$ cat config.mk
export PLATFORM = sky130hd
export DESIGN_NAME = osc_clk_monitor
export DESIGN_NICKNAME = d
export VERILOG_FILES = /design/src/rtl/osc_clk_monitor.sv
export SDC_FILE = /design/constraint.sdc
export NUM_CORES = 1
export LEC_CHECK = 0
export CORE_MARGIN = 2
export CORE_UTILIZATION = 38
export DETAILED_ROUTE_END_ITERATION = 12
export PLACE_DENSITY_LB_ADDON = 0.12
export SETUP_SLACK_MARGIN = 0.3
export SYNTH_ARGS = -nofsm -noshare
export SYNTH_HDL_FRONTEND = slang
export SYNTH_SLANG_ARGS = --single-unit
$ cat constraint.sdc
create_clock -name CLK -period 3.3 [get_ports CLK]
set_clock_uncertainty 0.05 [all_clocks]
set_input_delay 0.66 -clock CLK [delete_from_list [all_inputs] [get_ports CLK]]
set_output_delay 0.66 -clock CLK [all_outputs]
set_load 0.02 [all_outputs]
$ cat src/rtl/osc_clk_monitor.sv
// Oscillator frequency monitor: counts MON_CLK rising edges per CLK window
// and tracks lock / sticky failure across consecutive window verdicts.
`timescale 1ns/1ps
module osc_clk_monitor #(
    parameter int WINDOW_CYCLES = 5000,
    parameter int MIN_EDGES     = 95,
    parameter int MAX_EDGES     = 105,
    parameter int CNT_W         = 16,
    parameter int LOCK_WINDOWS  = 4
) (
    input  logic             CLK,
    input  logic             RESETN,
    input  logic             EN,
    input  logic             MON_CLK,
    input  logic             FAIL_CLR,
    output logic [CNT_W-1:0] EDGE_COUNT,
    output logic             COUNT_VALID,
    output logic             FREQ_OK,
    output logic             CLK_FAIL,
    output logic [1:0]       STATE
);
    localparam int WIN_W  = $clog2(WINDOW_CYCLES);
    localparam int GOOD_W = $clog2(LOCK_WINDOWS + 1);

    localparam logic [WIN_W-1:0]  WIN_LAST  = WIN_W'(WINDOW_CYCLES - 1);
    localparam logic [GOOD_W-1:0] GOOD_LAST = GOOD_W'(LOCK_WINDOWS - 1);
    localparam logic [CNT_W-1:0]  CNT_LO    = CNT_W'(MIN_EDGES);
    localparam logic [CNT_W-1:0]  CNT_HI    = CNT_W'(MAX_EDGES);

    localparam logic [1:0] IDLE    = 2'd0;
    localparam logic [1:0] MEASURE = 2'd1;
    localparam logic [1:0] LOCKED  = 2'd2;
    localparam logic [1:0] FAILED  = 2'd3;

    logic              sync1_q, sync2_q, sync3_q;
    logic [1:0]        state_q, state_d;
    logic [WIN_W-1:0]  win_q, win_d;
    logic [CNT_W-1:0]  edge_q, edge_d;
    logic [GOOD_W-1:0] good_q, good_d;
    logic [CNT_W-1:0]  count_q, count_d;
    logic              valid_q, valid_d;
    logic              ok_q, ok_d;
    logic              fail_q, fail_d;

    logic             edge_det;
    logic             term;
    logic             good;
    logic [CNT_W-1:0] edge_sum;

    assign edge_det = sync2_q & ~sync3_q;
    assign term     = (state_q != IDLE) && (win_q == WIN_LAST);
    // Saturating sum includes an edge landing on the terminal cycle
    assign edge_sum = (edge_det && (edge_q != '1)) ? edge_q + 1'b1 : edge_q;
    assign good     = (edge_sum >= CNT_LO) && (edge_sum <= CNT_HI);

    always_comb begin
        state_d = state_q;
        win_d   = win_q;
        edge_d  = edge_q;
        good_d  = good_q;
        count_d = count_q;
        valid_d = 1'b0;
        fail_d  = FAIL_CLR ? 1'b0 : fail_q;
        if (!EN) begin
            state_d = IDLE;
            win_d   = '0;
            edge_d  = '0;
            good_d  = '0;
        end else begin
            if (state_q != IDLE) begin
                if (term) begin
                    win_d   = '0;
                    edge_d  = '0;
                    count_d = edge_sum;
                    valid_d = 1'b1;
                end else begin
                    win_d  = win_q + 1'b1;
                    edge_d = edge_sum;
                end
            end
            // A FAIL_CLR on the verdict cycle discards that verdict
            unique case (state_q)
                IDLE: state_d = MEASURE;
                MEASURE: begin
                    if (term && !FAIL_CLR) begin
                        if (!good) begin
                            good_d = '0;
                        end else if (good_q == GOOD_LAST) begin
                            state_d = LOCKED;
                            good_d  = '0;
                        end else begin
                            good_d = good_q + 1'b1;
                        end
                    end
                end
                LOCKED: begin
                    if (term && !FAIL_CLR && !good) begin
                        state_d = FAILED;
                        fail_d  = 1'b1;
                    end
                end
                FAILED: begin
                    if (FAIL_CLR) begin
                        state_d = MEASURE;
                        win_d   = '0;
                        edge_d  = '0;
                        good_d  = '0;
                    end
                end
                default: state_d = IDLE;
            endcase
        end
        ok_d = (state_d == LOCKED);
    end

    always_ff @(posedge CLK or negedge RESETN) begin
        if (!RESETN) begin
            sync1_q <= 1'b0;
            sync2_q <= 1'b0;
            sync3_q <= 1'b0;
            state_q <= IDLE;
            win_q   <= '0;
            edge_q  <= '0;
            good_q  <= '0;
            count_q <= '0;
            valid_q <= 1'b0;
            ok_q    <= 1'b0;
            fail_q  <= 1'b0;
        end else begin
            sync1_q <= MON_CLK;
            sync2_q <= sync1_q;
            sync3_q <= sync2_q;
            state_q <= state_d;
            win_q   <= win_d;
            edge_q  <= edge_d;
            good_q  <= good_d;
            count_q <= count_d;
            valid_q <= valid_d;
            ok_q    <= ok_d;
            fail_q  <= fail_d;
        end
    end

    assign EDGE_COUNT  = count_q;
    assign COUNT_VALID = valid_q;
    assign FREQ_OK     = ok_q;
    assign CLK_FAIL    = fail_q;
    assign STATE       = state_q;

endmodule

Word level (Yosys, flattened, before mapping)
Index checks and enable logic that the tools add are counted.
{ "totals": {"register_bits": 56, "output_inout_bits": 21} }
{ "classes": {"n_bitwise": 2, "n_eq_ne": 10, "n_addsub": 3, "reduce_logical": 11, "order_cmp": 2, "n_mux": 31} }
{ "ops": {"columns": ["op", "count"], "rows": [
  ["2-to-1 mux 16 bit", 6],
  ["2-to-1 mux 13 bit", 5],
  ["adder 16 x 1 -> 16 bit (second input constant)", 1],
  [">= comparator 16 x 7 -> 1 bit (second input constant)", 1],
  ["<= comparator 16 x 7 -> 1 bit (second input constant)", 1],
  ["inequality test 16 bit (second input constant)", 1],
  ["2-to-1 mux 3 bit", 5],
  ["adder 13 x 1 -> 13 bit (second input constant)", 1],
  ["== test 13 bit (second input constant)", 1],
  ["2-to-1 mux 2 bit", 6],
  ["case mux 2 bit (4 select lines)", 1],
  ["2-to-1 mux 1 bit", 7],
  ["== test 2 bit (second input constant)", 3],
  ["inequality test 3 bit (second input constant)", 2],
  ["case mux 3 bit (2 select lines)", 1],
  ["AND reduction 3 bit", 2],
  ["logical AND 1 bit", 5],
  ["adder 3 x 1 -> 3 bit (second input constant)", 1],
  ["== test 3 x 2 -> 1 bit (second input constant)", 1],
  ["inequality test 3 x 1 -> 1 bit (second input constant)", 1],
  ["== test 2 x 1 -> 1 bit (second input constant)", 1],
  ["logical NOT 1 bit", 2],
  ["logical NOT 2 bit", 1],
  ["nonzero test 2 bit", 1],
  ["2 further kinds", 2]
]} }

Depth between registers and ports, before layout
Gate-level depths: netlist of run 1.
{ "depth": {"depth_word": 12, "mapped_depth": 10, "depth_no_buf": 8} }

Worst setup path after synthesis of run 1
OpenSTA, ideal clock, no wires.
{ "synth_path": {"path_type": "flip-flop to flip-flop", "start": "register edge_q[0]", "end": "register state_q[0], in the netlist STATE[0]", "setup_ps": 121, "path_slack_ps": 791, "path_stages_with_launch": 10, "arrival_time_ps": 2338, "cell_sequence": "dfrtp_1 > ha_1 > clkbuf_8 > nand4_4 > nor4_4 > nor3_1 > mux2i_1 > nand2_1 > a2111o_1 > a22o_2"} }
{ "synth_between": {"elab_chain_len": 10, "elab_cells_between_ends": 14, "cone_classes": "add/sub (1); order compare (2); eq/ne (1); mux (6); reduce/logical (4)"} }
{ "synth_rtl": {"columns": ["item", "line_no", "text"], "rows": [
  ["start, declared", "38", "logic [CNT_W-1:0] edge_q, edge_d;"],
  ["start signal, assigned", "135", "edge_q <= edge_d;"],
  ["parallel branches: the longest is 2 deep, another holds adder 16 x 1 -> 16 bit", null, null],
  ["2-to-1 mux 16 bit *", "53", "assign edge_sum = (edge_det && (edge_q != '1)) ? edge_q + 1'b1 : edge_q;"],
  [">= comparator 16 x 7 -> 1 bit or <= comparator 16 x 7 -> 1 bit (tied branches)", "54", "assign good = (edge_sum >= CNT_LO) && (edge_sum <= CNT_HI);"],
  ["logical AND 1 bit *", "54", null],
  ["logical NOT 1 bit", "97", "if (term && !FAIL_CLR && !good) begin"],
  ["logical AND 1 bit", "97", null],
  ["2-to-1 mux 2 bit", "97", null],
  ["case mux 2 bit (4 select lines) *", "82", "unique case (state_q)"],
  ["2-to-1 mux 2 bit *", "64", "if (!EN) begin"],
  ["via state_d[0]", "36", "logic [1:0] state_q, state_d;"],
  ["end signal, assigned", "133", "state_q <= state_d;"],
  ["end, declared", "36", null]
]} }
Mark *: on every way through the listed nets, which the timed path passes.
A chain may end at the register's enable or synchronous reset.

Worst setup path in the final report of run 1
Same ends and word-level chain as after synthesis.

==> results.json, run 1 <==
{
  "run_status": "finished clean",
  "whs_ns": 0.140,
  "finalHoldViolations": 0,
  "firstDrtPassIters": 4,
  "clk_transition_reported_paths_ns": 0.10,
  "postSynthAreaPerCell_um2": 9.04,
  "viasPerCell": 5.26,
  "synth_seq_cells": 56,
  "powerDensity_nw_per_um2": 322,
  "pin_count": 26,
  "synth_ff_type": "dfrtp_1",
  "dp_hpwl_mm": 5.05,
  "grt_use_total": 0.160,
  "p_leak_nw": 1.49,
  "cts-root-buf": "clkbuf_8",
  "die_x_um": 97.3,
  "multi_input_area_um2": 1670,
  "port_buffers": 25,
  "initial_core_util": 0.385,
  "cts_tree": "built",
  "wirelength_mm": 7.29,
  "fin_crit_sh": 0.846,
  "vias": 2551,
  "end_kind": "register",
  "max_freq_mhz": 358,
  "path_cells": "ha_2 -> nand4_4 -> nor4_4 -> nand2b_1 -> o41ai_1 -> a22oi_1 -> a2111o_1 -> a22o_2",
  "antenna_found_initial": 0,
  "crit_type": "register to register",
  "synth_edf_count": 0,
  "relSlewSlack": 0.632,
  "cts-buffers-inserted": 5,
  "final_common_cell": "dfrtp_1",
  "power.share.clock": 0.342,
  "insertion_delay_ns": 0.31,
  "p_sw_w": 0.000286,
  "netlist_area_um2": 3310,
  "power.internal_w": 0.000881,
  "drive_gt1_frac": 0.0928,
  "core.rowCount": 34,
  "fill_cells": 866,
  "coreArea_um2": 8590,
  "rsz0062_at_grt": "no",
  "cts_resized": 0,
  "most-common-layout-cells": "dfrtp_1, nand2_1, nor2_1",
  "comb_power_share": 0.059,
  "drv_cap": 0,
  "cts.sinks": 56,
  "overflow": 0,
  "tns_ns": 0,
  "syn-num-nets": 374,
  "grt_max_degree": 28,
  "dpl_worst_slack_ns": 0.454,
  "grt_pass1_wl_mm": 12.4,
  "synth_cell_types": 62,
  "synth_compound_area_frac": 0.151,
  "grt_pass1_vias": 2561,
  "setup_viol": 0,
  "syn_inst": 366,
  "min_period_ns": 2.79,
  "synth_fa_ha_area_frac": 0.0114,
  "slowest_delay_ns": 0.53,
  "slew_violations": 0,
  "num_antenna_cells": 0,
  "regArea_um2": 1400,
  "fp.dieH_um": 97.3,
  "switching_share": 0.245,
  "synthXorXnorAreaFrac": 0.0738,
  "arrival_ns": 2.96,
  "place.gp.congestion": 0.879,
  "die-area_um2": 9460,
  "synth_mux_area_frac": 0.00908,
  "crit_slowest_cell": "a2111o_1",
  "first_iter_violations": 84,
  "ir_drop_uv": 148,
  "wl_per_cell_um": 15.0,
  "synth_top_family_by_area": "simple AND/OR/NAND/NOR gates",
  "route.detailed.drc": 0,
  "hold_path.class": "primary input to asynchronous set/reset pin",
  "h-tree-depth": 2,
  "worst_pin_slew_ns": 0.548,
  "ant_nets": 0,
  "post-cts-setup-buffers": 0,
  "layout_setup_ws_ns": 0.508,
  "cp_max_fo": 9,
  "pwr-share-seq": 0.599,
  "ys_warn_count": 0,
  "ys_seq_area_frac": 0.424,
  "worstPathRequired_ns": 3.46,
  "fin_nets": 384,
  "critPathLaunchType": "register",
  "synth-simple-area-share": 0.260,
  "area_growth_pct": 9.53,
  "async_reset_ff_frac": 1.00,
  "cts_hold_buf": 0,
  "cts_max_path_buffers": 2,
  "power.total_w": 0.00117
}
through the flow:
step,area (um^2),instances,utilization
floorplan,3310,366,-
global placement,3530,477,0.410
detailed placement,3530,477,0.410
CTS,3620,485,0.421
global route,3620,485,0.422
finish,3620,485,0.422
cells in the mapped netlist, types with 2 or more instances:
| cell type | n | area share |
|---|---|---|
| o21ai_1 | 3 | 0.0045 |
| o211ai_1 | 4 | 0.0091 |
| a31oi_1 | 3 | 0.0057 |
| inv_1 | 6 | 0.0068 |
| nand4_4 | 2 | 0.013 |
| o31ai_1 | 2 | 0.0045 |
| clkbuf_1 | 12 | 0.014 |
| xnor2_1 | 15 | 0.040 |
| nor4b_1 | 2 | 0.0053 |
| nand4_2 | 2 | 0.0076 |
| xor2_1 | 11 | 0.029 |
| a22o_1 | 2 | 0.0053 |
| nand2b_1 | 3 | 0.0057 |
| and2_1 | 3 | 0.0057 |
| a211oi_1 | 2 | 0.0045 |
| buf_4 | 3 | 0.0068 |
| dfrtp_1 | 56 | 0.42 |
| buf_2 | 4 | 0.0061 |
| and3_1 | 5 | 0.0095 |
| or2_2 | 3 | 0.0057 |
| clkbuf_8 | 5 | 0.021 |
| buf_6 | 5 | 0.017 |
| nand3_1 | 8 | 0.012 |
| nand4_1 | 5 | 0.0095 |
| nor2_1 | 46 | 0.052 |
| ha_1 | 3 | 0.011 |
| o21ai_0 | 27 | 0.041 |
| a22oi_1 | 3 | 0.0068 |
| nand2_1 | 49 | 0.056 |
| and4_1 | 2 | 0.0053 |
| or3_1 | 3 | 0.0057 |
| mux2i_1 | 3 | 0.0091 |
| nand3b_1 | 2 | 0.0045 |
| nor3_1 | 10 | 0.015 |
| nor4_1 | 4 | 0.0076 |
| a21oi_1 | 22 | 0.033 |
final cells by class:
class	count	share of cell area
clock inverters	2	0.00276
multi-input cells	275	0.462
clock buffers	6	0.0228
inverters	6	0.00622
well taps	108	0.0373
flip-flops and latches	56	0.387
repair buffers	32	0.0822
power groups by stage:
stage / combinational (W) / clock, W / sequential (W)
2_1_floorplan: 0.0000387 / 0 / 0.000712
3_3_place_gp: 0.0000702 / 0 / 0.000712
3_5_place_dp: 0.0000708 / 0 / 0.000713
4_1_cts: 0.0000710 / 0.000417 / 0.000699
5_1_grt: 0.0000801 / 0.000443 / 0.000700
6_report: 0.0000689 / 0.000399 / 0.000699
logic make-up (layout without fill, tap and decap cells):
kind of cell	Yosys count	in the layout
compound gates	81	81
fa+ha+maj	3	3
simple gates	161	161
mux	3	3
flops	56	56
xor+xnor	27	27
buf+inv	35	46
metal layers:
layer	global-route usage	wire length, um	vias to the layer above
met2	0.260	3340	52
met4	0.0481	100	0
li1	-	-	1283
met3	0.0317	300	11
met1	0.216	3550	1205
met5	0	0	-
critical path: cells and delay by family, from the launching register on:
| family | cells | cell delay (ns) |
|---|---|---|
| AOI/OAI and AO/OA | 4 | 1.37 |
| and+or+nand+nor | 3 | 0.50 |
| adders and majority gates | 1 | 0.29 |
| DFF | 1 | 0.47 |
path summary, 6_finish.rpt:
check | from | endpoint | slack, ns | cells past startpoint
max in group asynchronous | RESETN | edge_q[9] | 2.42 | 2
worst max-delay path | edge_q[0] | STATE[0] | 0.51 | 8
worst min register to register | sync1_q | sync2_q | 0.34 | 0
worst min-delay path | RESETN | sync1_q | 0.14 | 1
min in group CLK | sync1_q | sync2_q | 0.34 | 0
worst max register to register | edge_q[0] | STATE[0] | 0.51 | 8
sequential cells by signal, summed over array words and instances (netlist names), 2 cells and up:
signal / cells
win_q: 13
EDGE_COUNT: 16
edge_q: 16
good_q: 3
STATE: 2
(Power assumes the default switching activity.)
==> inputs of run 2 (changes only) <==
==> constraint.sdc (replaced) <==
create_clock -name CLK -period 2.5 [get_ports CLK]
set_clock_uncertainty 0.05 [all_clocks]
set_input_delay 0.5 -clock CLK [delete_from_list [all_inputs] [get_ports CLK]]
set_output_delay 0.5 -clock CLK [all_outputs]
set_load 0.02 [all_outputs]
==> run 2 against run 1 <==
- maximum frequency up 14%
- register-to-register slack got worse by 0.45 ns
- combinational power grew 52%
- clock power increased by 46%
- cell count is 6.8% higher
- via count up 6.0%
- sequential share of layout area shrank 3.5 points
- critical path depth fell by 1
- utilization increased by 4.2 points
- die area unchanged
- design area is 10% higher
- largest power group unchanged
==> results.json, run 2 (synthesized netlist as in run 1, its figures left out) <==
{
  "run_status": "finished clean",
  "grt_pass1_wl_mm": 12.5,
  "wirelength_mm": 7.45,
  "num_antenna_cells": 0,
  "switching_share": 0.230,
  "pwr-share-seq": 0.573,
  "power.share.clock": 0.361,
  "cts-root-buf": "clkbuf_8",
  "initial_core_util": 0.385,
  "fin_nets": 419,
  "rsz0062_at_grt": "yes",
  "grt_use_total": 0.161,
  "area_growth_pct": 20.5,
  "hold_path.class": "primary input to asynchronous set/reset pin",
  "ir_drop_uv": 233,
  "fp.dieH_um": 97.3,
  "slowest_delay_ns": 0.56,
  "arrival_ns": 2.59,
  "max_freq_mhz": 409,
  "place.gp.congestion": 0.904,
  "ant_nets": 0,
  "fill_cells": 818,
  "dp_hpwl_mm": 5.43,
  "wl_per_cell_um": 14.4,
  "p_leak_nw": 1.69,
  "finalHoldViolations": 0,
  "cts-buffers-inserted": 5,
  "cts_max_path_buffers": 2,
  "die_x_um": 97.3,
  "crit_buf_inv": 0,
  "drive_gt1_frac": 0.200,
  "slew_violations": 0,
  "min_period_ns": 2.44,
  "cts_tree": "built",
  "pin_count": 26,
  "powerDensity_nw_per_um2": 403,
  "tns_ns": 0,
  "final_common_cell": "dfrtp_1",
  "grt_max_degree": 34,
  "most-common-layout-cells": "dfrtp_1, nand2_1, nor2_1",
  "first_iter_violations": 125,
  "power.internal_w": 0.00124,
  "port_buffers": 25,
  "overflow": 0,
  "p_sw_w": 0.000370,
  "die-area_um2": 9460,
  "crit_family": "compound AO/OA/AOI/OAI gates",
  "cts.sinks": 56,
  "cts_hold_buf": 0,
  "antenna_found_initial": 0,
  "coreArea_um2": 8590,
  "path_cells": "ha_4 -> nand4_4 -> or4b_1 -> o211ai_1 -> a22oi_1 -> a2111o_1 -> a22o_2",
  "viasPerCell": 5.22,
  "relSlewSlack": 0.620,
  "firstDrtPassIters": 4,
  "dpl_cell_area_um2": 3770,
  "comb_power_share": 0.065,
  "critPathLaunchType": "register",
  "crit_slowest_cell": "a2111o_1",
  "setup_viol": 0,
  "grt_pass1_vias": 2608,
  "design_area_um2": 3990,
  "end_kind": "register",
  "core.rowCount": 34,
  "fin_util": 0.464,
  "insertion_delay_ns": 0.31,
  "clk_transition_reported_paths_ns": 0.10,
  "h-tree-depth": 2,
  "crit_type": "register to register",
  "cp_max_fo": 7,
  "worstPathRequired_ns": 2.65,
  "drv_cap": 0,
  "fin_crit_sh": 0.978,
  "worst_pin_slew_ns": 0.570,
  "route.detailed.drc": 0,
  "vias": 2704
}
run 2: changes by cell type in the layout (fill, tap and decap cells not counted), sizes merged:
cell / previous run / this run
clkbuf: 6 / 5
buf: 8 / 43
clkinv: 2 / 0
bufinv: 0 / 1
run 2: area by class of cell:
type | instances | area, um^2 | area share
Multi-Input combinational cell | 275 | 1750 | 0.439
Sequential cell | 56 | 1400 | 0.352
Timing Repair Buffer | 67 | 577 | 0.145
Tap cell | 108 | 135 | 0.0339
Clock buffer | 5 | 68.8 | 0.0173
Clock inverter | 1 | 30.0 | 0.00753
Inverter | 6 | 22.5 | 0.00565
run 2: per-stage QoR:
stage / total power [W] / cells / worst slack, ns / hold slack, ns
floorplan: 0.000995 / 366 / 0.0399 / 0.154
global placement: 0.00104 / 503 / 0.0329 / 0.284
detailed placement: 0.00104 / 503 / -0.00308 / 0.295
CTS: 0.00163 / 516 / 0.113 / 0.141
global route: 0.00168 / 518 / -0.00376 / 0.164
finish: 0.00161 / 518 / 0.0560 / 0.120
run 2: metal layers:
metal  routed length, um  GRT usage  vias up
li1                    -          -     1356
met4                  95     0.0417        0
met2                3450      0.266       49
met5                   0          0        -
met3                 228     0.0259        8
met1                3670      0.221     1291
run 2: worst register-to-register path, delay by kind of cell (launching register included):
family	cells	cell delay (ns)
AO/OA/AOI/OAI	4	1.02
AND/OR/NAND/NOR	2	0.68
flip-flops	1	0.42
adder cells (fa/ha/maj)	1	0.17
run 2: path summary, 6_finish.rpt:
check	from	to	slack, ns	depth (start not counted)
max in group asynchronous	RESETN	edge_q[4]	1.69	2
min reg2reg	sync1_q	sync2_q	0.32	0
min in group CLK	sync1_q	sync2_q	0.32	0
max	edge_q[1]	STATE[0]	0.06	7
min	RESETN	EDGE_COUNT[0]	0.12	1
max reg2reg	edge_q[1]	STATE[0]	0.06	7
run 2: power by group through the flow:
stage          Clock (W)  Combinational (W)  Sequential [W]
2_1_floorplan          0          0.0000547        0.000940
3_3_place_gp           0           0.000103        0.000940
5_1_grt         0.000634           0.000120        0.000924
4_1_cts         0.000601           0.000107        0.000922
6_report        0.000581           0.000105        0.000922
3_5_place_dp           0           0.000102        0.000940
run 2: timing repair:
item                       4_1_cts  5_1_grt
pin swaps                       10        1
buffers inserted                 7        2
setup endpoints to repair        8        8
gates resized for setup          8        5
==> inputs of run 3 (changes only) <==
--- a/config.mk
+++ b/config.mk
@@ -9,7 +9,6 @@
 export CORE_UTILIZATION = 38
 export DETAILED_ROUTE_END_ITERATION = 12
 export PLACE_DENSITY_LB_ADDON = 0.12
-export SETUP_SLACK_MARGIN = 0.3
 export SYNTH_ARGS = -nofsm -noshare
 export SYNTH_HDL_FRONTEND = slang
 export SYNTH_SLANG_ARGS = --single-unit
==> constraint.sdc (replaced) <==
create_clock -name CLK -period 2.5 [get_ports CLK]
set_clock_uncertainty 0.05 [all_clocks]
set_input_delay 0.375 -clock CLK [delete_from_list [all_inputs] [get_ports CLK]]
set_output_delay 0.375 -clock CLK [all_outputs]
set_load 0.02 [all_outputs]
==> run 3 against run 2 <==
- critical path depth unchanged
- clock power up 11%
- combinational power about the same
- sequential share of layout area up 0.53 points
- design area down 1.2%
- sequential power about the same
==> results.json, run 3 (synthesized netlist as in run 1, its figures left out) <==
{
  "run_status": "finished clean",
  "fin_nets": 414,
  "cts.sinks": 56,
  "area_growth_pct": 19.1,
  "worst_pin_slew_ns": 0.596,
  "initial_core_util": 0.385,
  "vias": 2691,
  "worstPathRequired_ns": 2.65,
  "wl_per_cell_um": 14.6,
  "most-common-layout-cells": "dfrtp_1, nand2_1, nor2_1",
  "grt_pass1_vias": 2518,
  "die_x_um": 97.3,
  "firstDrtPassIters": 4,
  "drive_gt1_frac": 0.184,
  "cts_tree": "built",
  "first_iter_violations": 76,
  "clk_transition_reported_paths_ns": 0.10,
  "grt_use_total": 0.156,
  "rsz0062_at_grt": "yes",
  "num_antenna_cells": 0,
  "setup_viol": 0,
  "pwr-share-seq": 0.553,
  "hold_path.class": "primary input to asynchronous set/reset pin",
  "coreArea_um2": 8590,
  "fin_util": 0.458,
  "place.gp.congestion": 0.911,
  "p_sw_w": 0.000367,
  "p_leak_nw": 1.66,
  "drv_cap": 0,
  "powerDensity_nw_per_um2": 424,
  "fin_crit_sh": 0.983,
  "ant_nets": 0,
  "antenna_found_initial": 0,
  "wirelength_mm": 7.53,
  "core.rowCount": 34,
  "fp.dieH_um": 97.3,
  "cts_max_path_buffers": 2,
  "slew_violations": 0,
  "die-area_um2": 9460,
  "fin_cells": 515,
  "finalHoldViolations": 0,
  "dp_hpwl_mm": 5.46,
  "grt_pass1_wl_mm": 12.1,
  "cts-buffers-inserted": 5,
  "tns_ns": 0,
  "overflow": 0,
  "dp.cells": 506,
  "comb_power_share": 0.062,
  "route.detailed.drc": 0,
  "insertion_delay_ns": 0.30,
  "grt_max_degree": 33,
  "min_period_ns": 2.46,
  "h-tree-depth": 2,
  "viasPerCell": 5.23,
  "pin_count": 26,
  "fill_cells": 861,
  "max_freq_mhz": 407,
  "power.share.clock": 0.385,
  "critPathLaunchType": "register",
  "relSlewSlack": 0.603,
  "final_common_cell": "dfrtp_1",
  "end_kind": "register",
  "arrival_ns": 2.61,
  "cts-root-buf": "clkbuf_8",
  "ir_drop_uv": 304,
  "switching_share": 0.220,
  "port_buffers": 25,
  "power.internal_w": 0.00130,
  "crit_type": "register to register",
  "cp_max_fo": 7
}
run 3: changes by cell type in the layout (fill, tap and decap cells not counted), moves of 2 or more:
cell / delta
buf_4: -4
dfrtp_2: +3
and3_1: +2
and3_4: -2
nand2b_1: +2
clkbuf_8: +2
dfrtp_1: -3
run 3: metrics by stage:
| step | total power (W) | setup WS [ns] | hold slack, ns | instance area (um^2) |
|---|---|---|---|---|
| floorplan | 0.000991 | 0.0113 | 0.0294 | 3320 |
| global placement | 0.00104 | 0.0834 | 0.286 | 3770 |
| detailed placement | 0.00104 | 0.0597 | 0.289 | 3770 |
| CTS | 0.00170 | 0.0449 | 0.0207 | 3900 |
| global route | 0.00175 | -0.0471 | 0.0370 | 3940 |
| finish | 0.00167 | 0.0417 | 0.0125 | 3940 |
run 3: power groups by stage:
stage | clock network [W] | logic [W] | registers [W]
final | 0.000643 | 0.000104 | 0.000922
after detailed placement | 0 | 0.000103 | 0.000939
after floorplan | 0 | 0.0000518 | 0.000940
after global routing | 0.000712 | 0.000116 | 0.000923
after global placement | 0 | 0.000104 | 0.000939
after CTS | 0.000673 | 0.000104 | 0.000922
run 3: critical path, cell delays in order, from the launching register on:
cell      delay, ns
dfrtp_1        0.41
ha_4           0.16
nand4_4        0.14
or4b_1         0.55
o211ai_1       0.11
a22oi_1        0.10
a2111o_1       0.57
a22o_2         0.26
run 3: worst paths after layout:
check | from | to | slack [ns] | cells past startpoint
worst max-delay path | edge_q[1] | STATE[0] | 0.04 | 7
worst min-delay path | RESETN | EDGE_COUNT[0] | 0.01 | 1
worst max register to register | edge_q[1] | STATE[0] | 0.04 | 7
worst min register to register | sync1_q | sync2_q | 0.31 | 0
max in group asynchronous | RESETN | edge_q[7] | 1.79 | 2
min in group CLK | sync1_q | sync2_q | 0.31 | 0
run 3: final cells by class:
| type | count | area, um^2 | area share |
|---|---|---|---|
| clock buffers | 7 | 96.3 | 0.0245 |
| clock inverters | 1 | 30.0 | 0.00763 |
| multi-input cells | 275 | 1710 | 0.434 |
| repair buffers | 62 | 536 | 0.136 |
| flip-flops and latches | 56 | 1410 | 0.357 |
| well taps | 108 | 135 | 0.0343 |
| inverters | 6 | 22.5 | 0.00572 |
run 3: per-layer routing:
metal  track usage  share of wire  up-vias
met5             0              0        -
met4        0.0353          0.015        0
met3        0.0295          0.043       10
met2         0.256           0.45       69
met1         0.216           0.49     1266
li1              -              -     1346
run 3: timing repair:
action                                  CTS  global route
buffers inserted                          0             1
endpoints found under the setup margin    0             7
hold buffers                              0             0
hold endpoints to repair                  0             0
gates resized for setup                   0             8
